File: config.mk
export PLATFORM = sky130hd
export DESIGN_NAME = div_seq
export DESIGN_NICKNAME = d
export VERILOG_FILES = /design/src/rtl/div_seq_pkg.sv /design/src/rtl/div_seq.sv
export SDC_FILE = /design/constraint.sdc
export NUM_CORES = 1
export LEC_CHECK = 0
export CAP_MARGIN = 20
export CORE_ASPECT_RATIO = 0.75
export CORE_MARGIN = 2
export CORE_UTILIZATION = 25
export CTS_BUF_LIST = sky130_fd_sc_hd__clkbuf_16
export DETAILED_ROUTE_END_ITERATION = 8
export SKIP_CTS_REPAIR_TIMING = 1
export SYNTH_ARGS = -nofsm -noshare
export SYNTH_HDL_FRONTEND = slang
export SYNTH_SLANG_ARGS = --single-unit
File: constraint.sdc
create_clock -name clk -period 13.1 [get_ports clk]
set_input_delay 1.965 -clock clk [delete_from_list [all_inputs] [get_ports clk]]
set_output_delay 1.965 -clock clk [all_outputs]
set_load 0.01 [all_outputs]
File: src/rtl/div_seq_pkg.sv
// Shared types and constants for the sequential radix-2 restoring divider.
// The state encodings are visible here so other execute-stage blocks can decode them.
package div_seq_pkg;

    localparam int DIV_DATA_W = 32;
    localparam int DIV_ITER   = 32;

    // Result field boundaries for the {HI, LO} pair
    localparam int DIV_LO_LSB = 0;
    localparam int DIV_LO_MSB = DIV_DATA_W - 1;
    localparam int DIV_HI_LSB = DIV_DATA_W;
    localparam int DIV_HI_MSB = 2 * DIV_DATA_W - 1;

    typedef enum logic [1:0] {
        DIV_IDLE   = 2'b00,
        DIV_BYZERO = 2'b01,
        DIV_ON     = 2'b10,
        DIV_END    = 2'b11
    } div_state_e;

endpackage : div_seq_pkg

File: src/rtl/div_seq.sv
// Multi-cycle radix-2 restoring divider for DIV/DIVU, producing {remainder, quotient}.
// Operates on magnitudes; signs are latched at start and applied on the final iteration.
module div_seq
    import div_seq_pkg::*;
#(
    parameter int DATA_W = DIV_DATA_W
) (
    input  logic                  clk,
    input  logic                  rst,
    input  logic                  signed_div_i,
    input  logic [DATA_W-1:0]     opdata1_i,
    input  logic [DATA_W-1:0]     opdata2_i,
    input  logic                  start_i,
    input  logic                  annul_i,
    output logic [2*DATA_W-1:0]   result_o,
    output logic                  ready_o
);

    localparam int CNT_W = $clog2(DATA_W);
    localparam logic [CNT_W-1:0] LAST_ITER = CNT_W'(DATA_W - 1);

    div_state_e            state_q, state_d;
    logic [CNT_W-1:0]      cnt_q, cnt_d;
    // Dividend magnitude; quotient bits shift in from the bottom as it shifts out the top
    logic [DATA_W-1:0]     dvd_q, dvd_d;
    logic [DATA_W-1:0]     dvs_q, dvs_d;
    logic [DATA_W-1:0]     rem_q, rem_d;
    logic                  neg_quo_q, neg_quo_d;
    logic                  neg_rem_q, neg_rem_d;
    logic [2*DATA_W-1:0]   result_q, result_d;
    logic                  ready_q, ready_d;

    logic                  op1_neg, op2_neg;
    logic [DATA_W-1:0]     op1_mag, op2_mag;
    logic [DATA_W:0]       trial_shift, trial_diff;
    logic                  trial_ge;
    logic [DATA_W-1:0]     quo_next, rem_next;
    logic [DATA_W-1:0]     quo_fix, rem_fix;
    logic                  accept;

    assign op1_neg = signed_div_i & opdata1_i[DATA_W-1];
    assign op2_neg = signed_div_i & opdata2_i[DATA_W-1];
    assign op1_mag = op1_neg ? (DATA_W'(0) - opdata1_i) : opdata1_i;
    assign op2_mag = op2_neg ? (DATA_W'(0) - opdata2_i) : opdata2_i;
    assign accept  = start_i & ~annul_i;

    // Partial remainder stays below the divisor, so the shifted value is below 2*divisor
    // and fits in DATA_W+1 bits; the difference's top bit is therefore a clean borrow.
    assign trial_shift = {rem_q, dvd_q[DATA_W-1]};
    assign trial_diff  = trial_shift - {1'b0, dvs_q};
    assign trial_ge    = ~trial_diff[DATA_W];
    assign rem_next    = trial_ge ? trial_diff[DATA_W-1:0] : trial_shift[DATA_W-1:0];
    assign quo_next    = {dvd_q[DATA_W-2:0], trial_ge};

    assign quo_fix = neg_quo_q ? (DATA_W'(0) - quo_next) : quo_next;
    assign rem_fix = neg_rem_q ? (DATA_W'(0) - rem_next) : rem_next;

    always_comb begin
        // NOTE: every variable gets a hold value first so no path leaves it unassigned,
        // which would otherwise infer a latch.
        state_d   = state_q;
        cnt_d     = cnt_q;
        dvd_d     = dvd_q;
        dvs_d     = dvs_q;
        rem_d     = rem_q;
        neg_quo_d = neg_quo_q;
        neg_rem_d = neg_rem_q;
        result_d  = result_q;
        ready_d   = ready_q;

        unique case (state_q)
            DIV_IDLE: begin
                if (accept) begin
                    dvd_d     = op1_mag;
                    dvs_d     = op2_mag;
                    rem_d     = '0;
                    cnt_d     = '0;
                    neg_quo_d = op1_neg ^ op2_neg;
                    neg_rem_d = op1_neg;
                    state_d   = (opdata2_i == '0) ? DIV_BYZERO : DIV_ON;
                end
            end

            DIV_BYZERO: begin
                if (annul_i) begin
                    state_d = DIV_IDLE;
                end else begin
                    result_d = '0;
                    ready_d  = 1'b1;
                    state_d  = DIV_END;
                end
            end

            DIV_ON: begin
                if (annul_i) begin
                    cnt_d    = '0;
                    result_d = '0;
                    ready_d  = 1'b0;
                    state_d  = DIV_IDLE;
                end else begin
                    dvd_d = quo_next;
                    rem_d = rem_next;
                    if (cnt_q == LAST_ITER) begin
                        cnt_d    = '0;
                        result_d = {rem_fix, quo_fix};
                        ready_d  = 1'b1;
                        state_d  = DIV_END;
                    end else begin
                        cnt_d = cnt_q + CNT_W'(1);
                    end
                end
            end

            DIV_END: begin
                if (annul_i || !start_i) begin
                    result_d = '0;
                    ready_d  = 1'b0;
                    state_d  = DIV_IDLE;
                end
            end

            default: begin
                state_d = DIV_IDLE;
            end
        endcase
    end

    // NOTE: sequential state uses non-blocking assignments so every flop samples
    // pre-edge values regardless of statement order.
    always_ff @(posedge clk or posedge rst) begin
        if (rst) begin
            state_q   <= DIV_IDLE;
            cnt_q     <= '0;
            dvd_q     <= '0;
            dvs_q     <= '0;
            rem_q     <= '0;
            neg_quo_q <= 1'b0;
            neg_rem_q <= 1'b0;
            result_q  <= '0;
            ready_q   <= 1'b0;
        end else begin
            state_q   <= state_d;
            cnt_q     <= cnt_d;
            dvd_q     <= dvd_d;
            dvs_q     <= dvs_d;
            rem_q     <= rem_d;
            neg_quo_q <= neg_quo_d;
            neg_rem_q <= neg_rem_d;
            result_q  <= result_d;
            ready_q   <= ready_d;
        end
    end

    assign result_o = result_q;
    assign ready_o  = ready_q;

endmodule : div_seq

Yosys cells after proc, flatten, opt, wreduce, memory -nomap -nowiden
Index checks and enable logic that the tools add are counted.
{ "word_totals": {"regBits": 170, "word_cells": 73, "input_bits": 69, "output_inout_bits": 65} }
{ "op_classes": {"bitwise_logic": 6, "n_reduce_logical": 11, "n_mux": 32, "n_eq_ne": 9, "n_addsub": 6} }
{ "op_table": {"columns": ["op", "count"], "rows": [
  ["$mux W32", 9],
  ["$mux W64", 4],
  ["$pmux W64 S3", 1],
  ["$pmux W32 S2", 2],
  ["$sub A1 B32 Y32 const A", 4],
  ["$sub A33 B32 Y33", 1],
  ["$logic_not A32 Y1", 1],
  ["$mux W5", 3],
  ["$mux W2", 6],
  ["$pmux W5 S2", 1],
  ["$ne A2 B2 Y1 const B", 4],
  ["$pmux W2 S4", 1],
  ["$reduce_and A3 Y1", 2],
  ["$add A5 B1 Y5 const B", 1],
  ["$eq A5 B5 Y1 const B", 1],
  ["$eq A2 B2 Y1 const B", 2],
  ["$mux W1", 4],
  ["$reduce_and A2 Y1", 2],
  ["$reduce_and A4 Y1", 1],
  ["$and A1 B1 Y1", 3],
  ["$ne A3 B3 Y1 const B", 1],
  ["$pmux W1 S3", 1],
  ["$reduce_bool A3 Y1", 1],
  ["$eq A2 B1 Y1 const B", 1],
  ["other kinds (6)", 7]
]} }

Depth between registers and ports, before layout
{ "logic_depth": {"word_depth": 7, "mapped_depth": 23, "depth_no_buf": 21} }

Worst setup path after synthesis
Ideal clock, no wire load.
{ "synth_timing": {"kind": "reg-to-reg", "start": "reg rem_q[4]", "end": "reg result_q[58] (netlist: result_o[58])", "t_arrival_ns": 4.732, "t_required_ns": 12.970, "n_path_buf": 3, "synth_period_minus_slack_ns": 4.861, "setup_time_ns": 0.130, "path_stages_with_launch": 22, "setup_slack_ns": 8.239, "path_cell_list": "dfrtp_1 > ha_1 > buf_6 > a21o_1 > or3_4 > o211ai_2 > a2111oi_1 > or4_4 > nor2_8 > inv_4 > buf_2 > buf_1 > a21oi_1 > ha_1 > o211ai_1 > and4b_1 > nand2b_1 > mux2_2 > a21o_1 > o41ai_2 > xnor2_1 > o21ai_1"} }
{ "synth_via": {"elab_chain_len": 7} }
{ "synth_lines": {"columns": ["element", "line", "rtl"], "rows": [
  ["start: declaration", "div_seq.sv:27", "logic [DATA_W-1:0] rem_q, rem_d;"],
  ["start signal: assignment", "div_seq.sv:146", "rem_q <= rem_d;"],
  ["$sub A33 B32 Y33", "div_seq.sv:50", "assign trial_diff = trial_shift - {1'b0, dvs_q};"],
  ["$mux W32 (*)", "div_seq.sv:52", "assign rem_next = trial_ge ? trial_diff[DATA_W-1:0] : trial_shift[DATA_W-1:0];"],
  ["$sub A1 B32 Y32", "div_seq.sv:56", "assign rem_fix = neg_rem_q ? (DATA_W'(0) - rem_next) : rem_next;"],
  ["$mux W32 (*)", "div_seq.sv:56", null],
  ["$mux W64 (*)", "div_seq.sv:103", "if (cnt_q == LAST_ITER) begin"],
  ["$mux W64 (*)", "div_seq.sv:95", "if (annul_i) begin"],
  ["$pmux W64 S3 (*)", "div_seq.sv:71", "unique case (state_q)"],
  ["end signal: assignment", "div_seq.sv:149", "result_q <= result_d;"],
  ["end: declaration", "div_seq.sv:30", "logic [2*DATA_W-1:0] result_q, result_d;"]
]} }
Mark *: on every way between the ends. The rest lies on a longest branch, timed or not. The select of a mux whose other input is x is not followed.
A chain may end at the register's enable or synchronous reset.

Worst setup path after layout
{ "layout_timing": {"start": "reg rem_q[8]", "end": "reg result_q[58] (netlist: result_o[58])"} }
Same word-level chain as after synthesis.

==> flow_metrics.py <==
metrics = {
    "routing": {
        "vias": 11200,
        "wirelength_microns": 38900,
        "drcViolationCount": 0,
        "routedWlPerCell_microns": 17.4,
        "ant_nets": 0,
        "first_iter_violations": 1038,
        "firstDrtPassIters": 6,
        "vias_per_cell": 4.98,
    },
    "global_routing": {
        "grt_overflow": 0,
        "antenna_found_initial": 2,
        "grt_pass1_wl_microns": 61100,
        "grt_max_degree": 97,
        "track_usage_pct": 15.4,
        "first_global_vias": 10300,
    },
    "synth": {
        "yosysSeqAreaShare_pct": 35.0,
        "synth_top_cell_by_area": "dfrtp_1",
        "netlist_instances": 1510,
        "synth_top_area_share_pct": 35.0,
        "postSynthAreaPerCell_sq_um": 8.04,
        "synth_area_leaders": "dfrtp_1, o21ai_0, nand2_1",
        "ys_async_sr_fraction_pct": 100,
        "ys.flop_type": "dfrtp_1",
        "netlist_area_sq_um": 12100,
        "synth_nets": 1623,
        "ys_seq_elements": 170,
        "yosys_warnings": 0,
        "synth_cell_types": 78,
        "synth_edf_count": 0,
    },
    "worst_setup_path": {
        "crit_path_max_incr_delay_ns": 0.61,
        "reg2regPathDepth": 19,
        "worstSetupStartpointType": "register",
        "r2r-end": "result_o[58]",
        "r2r-start": "rem_q[8]",
        "regToRegSetupSlack_ns": 7.02,
        "endpoint_kind": "register",
        "critPathRequiredTime_ns": 13.41,
        "cp_slowest_cell": "or4_4",
        "crit_family": "compound AO/OA/AOI/OAI gates",
        "setup.worst_path.class": "register to register",
        "crit_fanout": 55,
        "setup.worst_path.start": "rem_q[8]",
        "cp_num_buf_inv": 2,
        "crit_arrival_ns": 6.39,
        "crit_chain": "ha_1, a21oi_1, o21ai_0, a211oi_2, a2111oi_1, or4_4, nor2_8, buf_4, inv_4, a21oi_1, ha_1, o211ai_1, and4b_1, nand2b_1, mux2_2, a21o_1, o41ai_2, xnor2_1, o21ai_1",
    },
    "timing": {
        "skew_ns": 0.0108,
        "fin_crit_sh_pct": 46.4,
        "setup_viol": 0,
        "hold_viol_final": 0,
        "fin_setup_tns_ns": 0,
        "timing.fmax_mhz": 165,
        "max-slew-margin-rel_pct": 38.2,
        "max_slew.worst_pin.slew_ns": 0.927,
        "whs_ns": 0.478,
        "period_minus_slack_ns": 6.08,
        "maxSlewViolCount": 0,
        "rsz0062_at_grt": "false",
        "setup_ws_ns": 7.02,
    },
    "final_layout": {
        "areaGrowthSynthToFinish_pct": 20.8,
        "antenna_cells": 0,
        "multi_input_area_sq_um": 7360,
        "drive_above_1_share_pct": 4.61,
        "n_fill_cell": 5038,
        "nNetsFinal": 1705,
        "seqCellArea_sq_um": 4250,
        "finalNonFillerCells": 2244,
    },
    "run_status": {
        "status": "finished, final reports clean",
    },
    "die": {
        "initial_core_util_pct": 25.5,
        "dieArea_sq_um": 50400,
        "io_pins": 134,
        "rows": 69,
        "die_h_microns": 195,
        "die_x_microns": 258,
        "core-area_sq_um": 47700,
    },
    "worst_hold_path": {
        "worstHoldEndpoint": "result_o[27]",
        "hold_path_depth": 2,
        "hold_class": "register to register",
        "worstHoldStart": "result_o[27]",
    },
    "cts": {
        "cts.htree.levels": 4,
        "clk_latency_ns": 0.45,
        "clock_path_buffers": 2,
        "clock-sinks": 170,
        "cts-root-buf": "clkbuf_16",
        "cts_tree": "built",
        "numCtsBuffers": 17,
        "path_clk_slew_ns": 0.07,
    },
    "place": {
        "port_buffers": 133,
        "place_inst": 2209,
        "place_congestion": 0.886,
        "place_ws_ns": 7.15,
        "place_hpwl_microns": 30500,
    },
    "power_and_ir_drop": {
        "p_leak_nw": 6.01,
        "p_total_mw": 4.27,
        "power_density_nw_per_um2": 291,
        "ir_drop_v": 0.000127,
    },
    "job": {
        "drv_cap": 0,
    },
}
[how the worst max path moves through the flow]
stage | slack [ns] | endpoint | cells after the start
floorplan | 6.53 | cnt_q[0] | 1
global placement | 7.37 | result_o[58] | 19
detailed placement | 7.15 | result_o[58] | 19
CTS | 7.10 | result_o[58] | 19
global route | 6.69 | result_o[58] | 19
finish | 7.02 | result_o[58] | 19
[cells in the final DEF (no fill, tap or decap), drive strengths merged, types with 8 or more instances in the layout]
cell type      instances
and3                   9
nor2                  88
mux2i                 27
xnor2                 59
xor2                  73
o21ai                222
inv                   67
a21oi                111
and2                   8
nor4                  22
nand2                240
nand2b                13
o41ai                 19
nand3                 20
clkbuf                17
o31ai                 34
dfrtp                170
nor3                  34
or4                   13
ha                    43
nor2b                 12
clkdlybuf4s50        133
buf                   11
a21o                  17
or3                   23
o21a                   9
[worst reg2reg max path, cell delays in order, from the launching register on]
cell and delay, ns:
dfrtp_1 0.47, ha_1 0.44, a21oi_1 0.27, o21ai_0 0.22
a211oi_2 0.40, a2111oi_1 0.15, or4_4 0.61, nor2_8 0.09
buf_4 0.55, inv_4 0.39, a21oi_1 0.43, ha_1 0.28
o211ai_1 0.15, and4b_1 0.33, nand2b_1 0.07, mux2_2 0.27
a21o_1 0.18, o41ai_2 0.42, xnor2_1 0.16, o21ai_1 0.07
[synth_stat cells, drive strengths merged (12+ instances only)]
master    n
ha       43
o31ai    34
nand2b   13
nand3    20
mux2i    27
nor2b    12
xnor2    59
a21o     17
buf      20
a21oi   111
o21ai   222
dfrtp   170
nor2     88
xor2     73
inv      59
or3      23
or4      13
o41ai    19
nand2   240
clkbuf   61
nor4     22
nor3     34
[metal layers]
metal	part of all wire, %	up-vias	global-route usage [%]
li1	-	5533	-
met1	53	5328	24.6
met2	40	276	20.7
met3	5.9	27	3.06
met4	1.1	4	3.49
met5	0.036	-	0
[state kept, by name (all words and copies together), names as in the netlist]
| signal | flops |
|---|---|
| neg_rem_q | 1 |
| ready_o | 1 |
| dvs_q | 32 |
| neg_quo_q | 1 |
| dvd_q | 32 |
| cnt_q | 5 |
| rem_q | 32 |
| result_o | 64 |
| state_q | 2 |
[per-stage QoR]
stage | cell area [sq um] | util, %
finish | 14700 | 30.8
global route | 14700 | 30.8
global placement | 14000 | 29.5
detailed placement | 14000 | 29.5
floorplan | 12100 | -
CTS | 14600 | 30.6
[logic make-up after synthesis]
kind of cell | synth area share, %
flops | 35.0
buf+inv | 4.50
compound gates | 23.7
fa+ha+maj | 4.60
simple gates | 20.2
xor+xnor | 9.52
mux | 2.41
[final cells by class]
class | count | area share, %
inverter | 59 | 1.56
tap | 639 | 5.45
clock inverter | 15 | 0.947
multi-input combinational | 1200 | 50.2
sequential | 170 | 29.0
timing repair buffer | 144 | 9.92
clock buffer | 17 | 2.90
[where the power goes]
group | internal (mW) | switching [mW]
sequential | 0.734 | 0.241
clock | 0.266 | 0.239
combinational | 1.04 | 1.75
No activity file was read; power rests on OpenSTA's default activity.
